$ cat src/rtl/usb_host_pkg.sv
`default_nettype none
// ============================================================================
//  Module   : usb_host_pkg
//  Purpose  : Shared definitions for the USB host token transmitter: token
//             PID codes, FSM state encoding and the token CRC5 helper.
//  Revision : 1.0  initial release
// ============================================================================
package usb_host_pkg;

   localparam logic [3:0] PID_OUT   = 4'h1;
   localparam logic [3:0] PID_IN    = 4'h9;
   localparam logic [3:0] PID_SOF   = 4'h5;
   localparam logic [3:0] PID_SETUP = 4'hD;
   localparam logic [3:0] PID_PING  = 4'h4;

   typedef enum logic [2:0] {
      ST_IDLE = 3'd0,
      ST_PID  = 3'd1,
      ST_F0   = 3'd2,
      ST_F1   = 3'd3,
      ST_GAP  = 3'd4
   } state_t;

   // Token CRC5 (x^5+x^2+1, seed all ones, field taken LSB first, residual
   // inverted). The result is bit-reversed so that bit 0 is the CRC bit the
   // wire carries first; it drops straight into F1[7:3].
   function automatic logic [4:0] crc5(input logic [10:0] field);
      logic [4:0] c;
      logic [4:0] r;
      logic       fb;
      c = 5'h1F;
      for (int i = 0; i < 11; i++) begin
         fb = field[i] ^ c[4];
         c  = {c[3:0], 1'b0};
         if (fb) begin
            c = c ^ 5'b00101;
         end
      end
      c = ~c;
      for (int i = 0; i < 5; i++) begin
         r[i] = c[4-i];
      end
      return r;
   endfunction

endpackage
`default_nettype wire

$ cat src/rtl/usb_host_token_tx.sv
`default_nettype none
// ============================================================================
//  Module   : usb_host_token_tx
//  Purpose  : Host-side USB full-speed token generator on a UTMI TX port.
//             Sends an SOF every frame and SETUP/IN/OUT/PING tokens on
//             request as PID byte + 11-bit field + CRC5 (PHY adds SYNC/EOP).
//  Ports    : clk_i, rst_i (async, active-high)
//             enable_i, sof_enable_i          - host / SOF generation enables
//             req_valid_i/req_ready_o,
//             req_pid_i, req_addr_i, req_endp_i - token request handshake
//             busy_o, sof_o, frame_num_o       - status
//             utmi_data_out_o, utmi_txvalid_o,
//             utmi_txready_i                   - UTMI transmit port
//  Revision : 1.0  initial release
// ============================================================================
module usb_host_token_tx
   import usb_host_pkg::*;
#(
   parameter int SOF_PERIOD = 60000,
   parameter int SOF_GUARD  = 600,
   parameter int IPG_CYCLES = 16
) (
   input  logic        clk_i,
   input  logic        rst_i,
   input  logic        enable_i,
   input  logic        sof_enable_i,
   input  logic        req_valid_i,
   input  logic [3:0]  req_pid_i,
   input  logic [6:0]  req_addr_i,
   input  logic [3:0]  req_endp_i,
   output logic        req_ready_o,
   output logic        busy_o,
   output logic        sof_o,
   output logic [10:0] frame_num_o,
   output logic [7:0]  utmi_data_out_o,
   output logic        utmi_txvalid_o,
   input  logic        utmi_txready_i
);

   localparam int TMR_W = $clog2(SOF_PERIOD);
   localparam int GAP_W = $clog2(IPG_CYCLES + 1);

   localparam logic [TMR_W-1:0] TMR_RELOAD = TMR_W'(SOF_PERIOD - 1);
   localparam logic [TMR_W-1:0] TMR_GUARD  = TMR_W'(SOF_GUARD);
   localparam logic [GAP_W-1:0] GAP_LAST   = GAP_W'(IPG_CYCLES - 1);

   state_t             state_q, state_d;
   logic [3:0]         pid_q, pid_d;
   logic [10:0]        field_q, field_d;
   logic               is_sof_q, is_sof_d;
   logic [GAP_W-1:0]   gap_q, gap_d;
   logic [TMR_W-1:0]   timer_q;
   logic               sof_pending_q;
   logic [10:0]        frame_q;
   logic               sof_q;
   logic               sof_done;

   // Requests are refused close to a frame boundary so a token never
   // delays the SOF; reset also forces the handshake low.
   assign req_ready_o = !rst_i && (state_q == ST_IDLE) && enable_i &&
                        !sof_pending_q && (timer_q >= TMR_GUARD);
   assign busy_o      = (state_q != ST_IDLE);
   assign sof_o       = sof_q;
   assign frame_num_o = frame_q;

   always_comb begin
      state_d         = state_q;
      pid_d           = pid_q;
      field_d         = field_q;
      is_sof_d        = is_sof_q;
      gap_d           = gap_q;
      sof_done        = 1'b0;
      utmi_txvalid_o  = 1'b0;
      utmi_data_out_o = 8'h00;
      case (state_q)
         ST_IDLE: begin
            gap_d = '0;
            // A due SOF wins over a simultaneous token request.
            if (enable_i && sof_pending_q) begin
               pid_d    = PID_SOF;
               field_d  = frame_q;
               is_sof_d = 1'b1;
               state_d  = ST_PID;
            end else if (req_valid_i && req_ready_o) begin
               pid_d    = req_pid_i;
               field_d  = {req_endp_i, req_addr_i};
               is_sof_d = 1'b0;
               state_d  = ST_PID;
            end
         end
         ST_PID: begin
            utmi_txvalid_o  = 1'b1;
            utmi_data_out_o = {~pid_q, pid_q};
            if (utmi_txready_i) state_d = ST_F0;
         end
         ST_F0: begin
            utmi_txvalid_o  = 1'b1;
            utmi_data_out_o = field_q[7:0];
            if (utmi_txready_i) state_d = ST_F1;
         end
         ST_F1: begin
            utmi_txvalid_o  = 1'b1;
            utmi_data_out_o = {crc5(field_q), field_q[10:8]};
            if (utmi_txready_i) begin
               state_d  = ST_GAP;
               sof_done = is_sof_q;
            end
         end
         ST_GAP: begin
            if (gap_q == GAP_LAST) begin
               state_d = ST_IDLE;
            end else begin
               gap_d = gap_q + GAP_W'(1);
            end
         end
         default: state_d = ST_IDLE;
      endcase
   end

   always_ff @(posedge clk_i or posedge rst_i) begin
      if (rst_i) begin
         state_q  <= ST_IDLE;
         pid_q    <= 4'h0;
         field_q  <= 11'h000;
         is_sof_q <= 1'b0;
         gap_q    <= '0;
      end else begin
         state_q  <= state_d;
         pid_q    <= pid_d;
         field_q  <= field_d;
         is_sof_q <= is_sof_d;
         gap_q    <= gap_d;
      end
   end

   // Frame timer and SOF bookkeeping. An expiry landing while an SOF is
   // still owed keeps the flag set rather than queueing a second SOF.
   always_ff @(posedge clk_i or posedge rst_i) begin
      if (rst_i) begin
         timer_q       <= TMR_RELOAD;
         sof_pending_q <= 1'b0;
         frame_q       <= 11'h000;
         sof_q         <= 1'b0;
      end else begin
         sof_q <= sof_done;
         if (sof_done) begin
            frame_q <= frame_q + 11'd1;
         end
         if (!(enable_i && sof_enable_i)) begin
            timer_q       <= TMR_RELOAD;
            sof_pending_q <= 1'b0;
         end else begin
            if (sof_done) begin
               sof_pending_q <= 1'b0;
            end
            if (timer_q == '0) begin
               timer_q       <= TMR_RELOAD;
               sof_pending_q <= 1'b1;
            end else begin
               timer_q <= timer_q - TMR_W'(1);
            end
         end
      end
   end

endmodule
`default_nettype wire

$ cat config.mk
export PLATFORM = sky130hd
export DESIGN_NAME = usb_host_token_tx
export DESIGN_NICKNAME = d
export VERILOG_FILES = /design/src/rtl/usb_host_pkg.sv /design/src/rtl/usb_host_token_tx.sv
export SDC_FILE = /design/constraint.sdc
export NUM_CORES = 1
export LEC_CHECK = 0
export BUFFER_PORTS_ARGS = -buffer_cell sky130_fd_sc_hd__buf_2
export CAP_MARGIN = 20
export CORE_ASPECT_RATIO = 1.25
export CORE_MARGIN = 1
export CORE_UTILIZATION = 49
export DETAILED_ROUTE_END_ITERATION = 10
export GPL_TIMING_DRIVEN = 0
export PLACE_DENSITY_LB_ADDON = 0.12
export SLEW_MARGIN = 15
export SYNTH_ARGS = -nofsm -noshare
export SYNTH_HDL_FRONTEND = slang
export SYNTH_SLANG_ARGS = --single-unit
$ cat constraint.sdc
create_clock -name clk_i -period 4.45 [get_ports clk_i]
set_input_delay 0.2225 -clock clk_i [delete_from_list [all_inputs] [get_ports clk_i]]
set_output_delay 0.2225 -clock clk_i [all_outputs]
set_load 0.1 [all_outputs]
==> impl_summary.txt, run 1 <==
----------------------------------------------------
[Pwr]
  Pleak ... 1.66 nW
  IR Drop Worst-Case VDD ... 0.536 mV
  Total power divided by cell area ... 672 nW/um2

[Critical path]
  Reg2reg path depth ... 6
  Worst Setup End Kind ... output pin
  Reg2reg setup slack ... 2.33 ns
  Worst setup path category ... flip-flop to output pin
  Crit path launch type ... flip-flop
  Endpoint of the worst-slack reg-to-reg timing path ... timer_q[9]$_DFF_PP1_
  FF-to-FF Start ... timer_q[10]$_DFF_PP0_
  Required time reported for the critical path endpoint ... 4.23 ns
  Maximum net fanout on the critical path ... 3
  Arrival time at the worst endpoint ... 2.61 ns

[STA]
  Worst-margin pin slew ... 0.641 ns
  Fraction of the cycle the final worst path needs ... 0.637
  Highest clock frequency the design can meet ... 353 MHz
  Setup TNS Final ... 0 ns
  Clock tree skew after final layout ... 0.00770 ns
  Fin. max-slew vios ... 0
  Final hold violation count ... 0
  Final setup violation count ... 0
  Worst-case hold slack ... 0.101 ns
  Slew Limit Headroom ... 0.572
  Final min period ... 2.83 ns
  Setup repair after global routing missed its margin ... false

[Final layout]
  Final Instance Count excl. Fillers ... 462
  N_diodes ... 0
  Area Growth Syn to Fin ... 15.2%
  Most common library cell in the layout ignoring fill and taps ... buf_2
  Number of filler cells placed in the layout ... 589
  Total Nets Final ... 402
  Top library cells by usage in the layout, fill and taps aside ... 46 x buf_2, 44 x nand2_1, 42 x dfrtp_1
  Sequential cell area ... 1340 um2
  Area used by multi-input combinational logic ... 1630 um2
  Share of cells above drive strength 1 ... 0.236

[Yosys]
  Per-instance average area after synthesis ... 9.57 um2
  Fraction of registers with async set or reset after synthesis ... 1.00
  Number of enable-type register cells in the synthesized netlist ... 0
  Cell Area, Synth ... 3100 um2
  Synth unique cells ... 55
  Sequential fraction of the synthesis area ... 0.432
  Flip-flop cell with the highest count after synthesis ... dfrtp_1
  Flip-flop and latch count after synthesis ... 53
  Synth warnings ... 0
  Syn_nets ... 350
  Cell count after synthesis ... 324

[Clocking]
  Source-to-sink clock delay at the later pin of the worst-skew pair ... 0.31 ns
  Root cell of the clock tree ... clkbuf_8
  Cts bufs inserted ... 5
  Hold buffers post-CTS ... 1
  Cts repair resizes ... 0
  Maximum clock insertion buffer count ... 2
  Clock slew at the register clock pins of the worst setup and hold paths ... 0.09 ns
  CTS tree ... built
  Clock tree sinks ... 53
  Number of levels the H-tree was split into ... 2
  Setup fix buffers added after clock tree synthesis ... 0

[Floorplanning]
  Effective utilization at floorplan ... 0.506
  Boundary Pins ... 44
  Std-Cell Core Area ... 6130 um2
  Chip Width ... 73.1 um
  Placement row count ... 32
  Die area ... 6650 um2
  Die Ht ... 90.9 um

[Routing]
  Detail Route Antenna Nets ... 0
  First-pass detailed-route iteration total ... 4
  Number of design rule violations left after detail routing ... 0
  Initial DRC count ... 122
  Routed via count ... 2445
  Routed length per instance ... 14.5 um
  Detailed-route vias per instance ... 5.29
  Routed Wire Length ... 6720 um

[Run status]
  Result of the run ... finished clean

[Global routing]
  Via count of the first global-routing pass ... 2373
  Wire length of the first global-routing pass ... 11600 um
  Total congestion overflow ... 0
  Number of antenna violations at the first check in global routing ... 0
  Total global routing track utilization ... 0.225
  Maximum number of pins on one net before global-route repair ... 31

[Placed design]
  Placed insts ... 453
  Detailed-placement wirelength estimate ... 5060 um
  GPL Wtd Cong ... 0.882
  Number of port buffers ... 43

[Run]
  Number of violations of the max-capacitance limit ... 0

[Worst hold path]
  Worst hold start ... sof_enable_i
  Classification of the worst-slack hold path ... input port to flip-flop
  Worst min-delay path endpoint ... timer_q[1]$_DFF_PP1_
  Worst hold stages ... 2

----------------------------------------------------
[registers in the layout (all words and copies together) (netlist names)]
| name | count |
|---|---|
| pid_q | 4 |
| is_sof_q | 1 |
| state_q | 3 |
| frame_num_o | 11 |
| field_q | 11 |
| timer_q | 16 |
| sof_pending_q | 1 |
| sof_o | 1 |
| gap_q | 5 |
[cell type report]
type,count,area share
multi-input combinational,241,0.455
sequential,53,0.375
timing repair buffer,45,0.0687
tap,85,0.0298
clock buffer,6,0.0231
buffer,16,0.0228
inverter,14,0.0147
clock inverter,2,0.0105
[report_power, final]
part / leakage (nW) / internal, mW / switching, mW / total, mW
Sequential: 0.680 / 0.565 / 0.105 / 0.670
Clock: 0.0574 / 0.183 / 0.159 / 0.342
Combinational: 0.921 / 0.374 / 1.01 / 1.39
Total: 1.66 / 1.12 / 1.28 / 2.40
[worst max-delay path, stage by stage, from the launching register on]
cell and delay [ns]:
dfrtp_1 0.46, xnor2_2 0.27, xnor3_2 0.41, xor2_1 0.19
a2111oi_1 0.39, a31o_1 0.16, buf_2 0.42
[synth_stat cells, drive strengths merged, types with 2 or more instances]
library cell	number	area, um2
dfrtp	42	1050
clkbuf	12	55.1
or3	2	12.5
nor2	26	114
a21oi	9	45.0
and3	15	93.8
or4	2	15.0
mux2i	3	30.0
mux2	4	45.0
and2	3	18.8
a22o	2	17.5
ha	5	62.6
nand2b	3	18.8
o211ai	14	150
xor2	13	114
a21o	2	15.0
nand3	18	95.1
xnor2	24	218
nand4	16	100
nand2	44	165
o31ai	2	15.0
nor2b	2	12.5
nor3	6	35.0
o21ai	7	38.8
or2	2	12.5
nand3b	3	22.5
dfstp	11	289
xnor3	2	46.3
buf	4	26.3
inv	14	52.6
[kinds of logic (layout without fill, tap and decap cells)]
logic type / Yosys count / after routing / share of synthesized area
compound gates: 44 / 44 / 0.112
xor+xnor: 39 / 39 / 0.122
mux: 7 / 7 / 0.0242
simple gates: 146 / 146 / 0.246
flops: 53 / 53 / 0.432
buf+inv: 30 / 83 / 0.0432
fa+ha+maj: 5 / 5 / 0.0202
[per-stage QoR]
stage | power (mW) | utilization | worst slack, ns | instance area [um2]
finish | 2.40 | 0.583 | 1.62 | 3570
global route | 2.53 | 0.583 | 1.49 | 3570
CTS | 2.42 | 0.583 | 1.61 | 3570
detailed placement | 2.07 | 0.562 | 1.95 | 3440
global placement | 2.06 | 0.559 | 1.98 | 3420
floorplan | 1.84 | - | 1.08 | 3100
[layer usage]
layer | global-route usage | share of wire
met5 | 0 | 0
met4 | 0.0605 | 0.014
met3 | 0.0400 | 0.028
met2 | 0.347 | 0.48
met1 | 0.325 | 0.48
[worst max path at each step]
stage                            from                  to  slack [ns]  depth (start not counted)
2_1_floorplan  field_q[4]$_DFFE_PP0P_  utmi_data_out_o[6]        1.08                          4
3_3_place_gp   field_q[1]$_DFFE_PP0P_  utmi_data_out_o[5]        1.98                          6
3_5_place_dp   field_q[1]$_DFFE_PP0P_  utmi_data_out_o[5]        1.95                          6
4_1_cts        field_q[1]$_DFFE_PP0P_  utmi_data_out_o[5]        1.61                          6
5_1_grt        field_q[1]$_DFFE_PP0P_  utmi_data_out_o[5]        1.49                          6
6_report       field_q[1]$_DFFE_PP0P_  utmi_data_out_o[5]        1.62                          6
Power figures use the tool's default switching activity.
==> run 2, diff against run 1 <==
==> constraint.sdc (replaced) <==
create_clock -name clk_i -period 3 [get_ports clk_i]
set_input_delay 0.15 -clock clk_i [delete_from_list [all_inputs] [get_ports clk_i]]
set_output_delay 0.15 -clock clk_i [all_outputs]
set_load 0.1 [all_outputs]
==> impl_summary.txt, run 2 (same netlist as run 1, synthesis figures left out) <==
----------------------------------------------------
[Final layout]
  Share of cells above drive strength 1 ... 0.239 (+0.00265)
  Total Nets Final ... 402 (unchanged)
  Sequential cell area ... 1340 um2 (unchanged)
  Core utilization of the finished layout ... 0.583 (unchanged)
  Area Growth Syn to Fin ... 15.2% (unchanged)
  N_diodes ... 0 (unchanged)
  Area of all placed cells without fillers ... 3570 um2 (unchanged)
  Biggest register ... timer_q
  Number of filler cells placed in the layout ... 597 (+1.4%)
  Most common library cell in the layout ignoring fill and taps ... buf_2
  Top library cells by usage in the layout, fill and taps aside ... 46 x buf_2, 44 x nand2_1, 42 x dfrtp_1
  Flip-flop count of the largest register after layout ... 16 (unchanged)
  Area used by multi-input combinational logic ... 1630 um2 (+0.31%)

[Placed design]
  Detailed-placement wirelength estimate ... 5020 um (-0.82%)
  GPL Wtd Cong ... 0.837 (-5.1%)
  Number of port buffers ... 43 (unchanged)
  Placed Instance Area ... 3450 um2 (+0.15%)

[STA]
  Highest clock frequency the design can meet ... 362 MHz
  Final min period ... 2.76 ns
  Setup TNS Final ... 0 ns (unchanged)
  Final hold violation count ... 0 (unchanged)
  Slew Limit Headroom ... 0.509 (-0.0629)
  Setup repair after global routing missed its margin ... false
  Fin. max-slew vios ... 0 (unchanged)
  Final setup violation count ... 0 (unchanged)
  Clock tree skew after final layout ... 0.00653 ns (-0.00117 ns)
  Fraction of the cycle the final worst path needs ... 0.921
  Worst-margin pin slew ... 0.735 ns (+0.0941 ns)
  Worst-case hold slack ... 0.0142 ns (-0.0869 ns)

[Critical path]
  Reg2reg path depth ... 6 (unchanged)
  Capture point of the worst path ... utmi_data_out_o[5]
  Required time reported for the critical path endpoint ... 2.85 ns (-1.38 ns)
  Startpoint of the most critical setup path ... field_q[1]$_DFFE_PP0P_
  Maximum net fanout on the critical path ... 3 (unchanged)
  Crit path launch type ... flip-flop
  Endpoint of the worst-slack reg-to-reg timing path ... timer_q[9]$_DFF_PP1_
  Worst Setup End Kind ... output pin
  Slowest cell on the critical path ... dfrtp_1
  Worst setup path category ... flip-flop to output pin
  Arrival time at the worst endpoint ... 2.61 ns (about the same)
  FF-to-FF Start ... timer_q[10]$_DFF_PP0_
  Reg2reg setup slack ... 0.93 ns (-1.40 ns)
  Critical-path cell list ... xnor2_2 -> xnor3_2 -> xor2_1 -> a2111oi_1 -> a31o_1 -> buf_2
  Largest stage delay, worst path ... 0.45 ns (about the same)

[Run status]
  Result of the run ... finished clean

[Floorplanning]
  Std-Cell Core Area ... 6130 um2 (unchanged)
  Die area ... 6650 um2 (unchanged)
  Die Ht ... 90.9 um (unchanged)
  Boundary Pins ... 44 (unchanged)
  Effective utilization at floorplan ... 0.506 (unchanged)
  Chip Width ... 73.1 um (unchanged)
  Placement row count ... 32 (unchanged)

[Routing]
  Detailed-route vias per instance ... 5.36 (+1.3%)
  Detail Route Antenna Nets ... 0 (unchanged)
  Routed via count ... 2476 (+1.3%)
  Number of design rule violations left after detail routing ... 0 (unchanged)
  Initial DRC count ... 128 (+4.9%)
  First-pass detailed-route iteration total ... 4 (unchanged)
  Routed Wire Length ... 6780 um (+0.86%)
  Routed length per instance ... 14.7 um (+0.86%)

[Global routing]
  Number of antenna violations at the first check in global routing ... 0 (unchanged)
  Wire length of the first global-routing pass ... 11400 um (-0.89%)
  Maximum number of pins on one net before global-route repair ... 32 (+3.2%)
  Via count of the first global-routing pass ... 2377 (+0.17%)
  Total congestion overflow ... 0 (unchanged)
  Total global routing track utilization ... 0.225 (about the same)

[Clocking]
  Clock tree sinks ... 53 (unchanged)
  CTS tree ... built
  Root cell of the clock tree ... clkbuf_8
  Cts bufs inserted ... 5 (unchanged)
  Number of levels the H-tree was split into ... 2 (unchanged)
  Maximum clock insertion buffer count ... 2 (unchanged)
  Clock slew at the register clock pins of the worst setup and hold paths ... 0.09 ns (about the same)
  Source-to-sink clock delay at the later pin of the worst-skew pair ... 0.31 ns (about the same)

[Pwr]
  Pleak ... 1.66 nW (about the same)
  Total design power ... 3.54 mW (+48%)
  IR Drop Worst-Case VDD ... 0.901 mV (+68%)
  Total power divided by cell area ... 992 nW/um2 (+48%)

[Worst hold path]
  Classification of the worst-slack hold path ... input port to flip-flop

[Run]
  Number of violations of the max-capacitance limit ... 0 (unchanged)

----------------------------------------------------
## run 2: cell count changes in the layout (fill, tap and decap cells not counted)
cell | before | now
clkbuf_8 | 7 | 6
clkinv_4 | 0 | 1
nor3_1 | 5 | 4
nor3_2 | 1 | 2
## run 2: power breakdown
group | switching [mW] | internal [mW]
Combinational | 1.50 | 0.558
Clock | 0.241 | 0.250
Sequential | 0.160 | 0.838
## run 2: worst max-delay path, delay by kind of cell, from the launching register on
| family | cells | cell delay [ns] |
|---|---|---|
| flops | 1 | 0.45 |
| buf+inv | 1 | 0.42 |
| compound gates | 2 | 0.54 |
| xor+xnor | 3 | 0.89 |
## run 2: worst min-delay path by stage
stage | start | endpoint | slack [ns] | depth (start not counted)
finish | sof_enable_i | timer_q[1]$_DFF_PP1_ | 0.01 | 2
global route | sof_enable_i | timer_q[1]$_DFF_PP1_ | 0.02 | 2
CTS | sof_enable_i | timer_q[1]$_DFF_PP1_ | 0.003 | 2
detailed placement | rst_i | sof_o$_DFF_PP0_ | 0.24 | 2
global placement | sof_enable_i | timer_q[1]$_DFF_PP1_ | 0.34 | 2
floorplan | enable_i | timer_q[1]$_DFF_PP1_ | 0.21 | 1
## run 2: area by class of cell
class | count | area share
clock inverters | 3 | 0.0130
repair buffers | 45 | 0.0687
clock buffers | 5 | 0.0193
well taps | 85 | 0.0298
plain buffers | 16 | 0.0228
multi-input cells | 241 | 0.457
inverters | 14 | 0.0147
flip-flops and latches | 53 | 0.375
## run 2: stage by stage
stage | setup WS (ns) | cells
global placement | 0.611 | 452
finish | 0.238 | 462
floorplan | 0.0879 | 324
global route | 0.127 | 462
CTS | 0.228 | 462
detailed placement | 0.571 | 453
## run 2: routing by layer
metal	global-route usage	wire, um
met2	0.336	3250
met3	0.0400	224
met1	0.323	3220
met5	0	0
met4	0.0882	93
## run 2: timing repair
action / in CTS / in global routing
hold buffers: 1 / 0
buffers inserted: 0 / 0
resized for setup: 0 / 0
hold endpoints to repair: 22 / 0
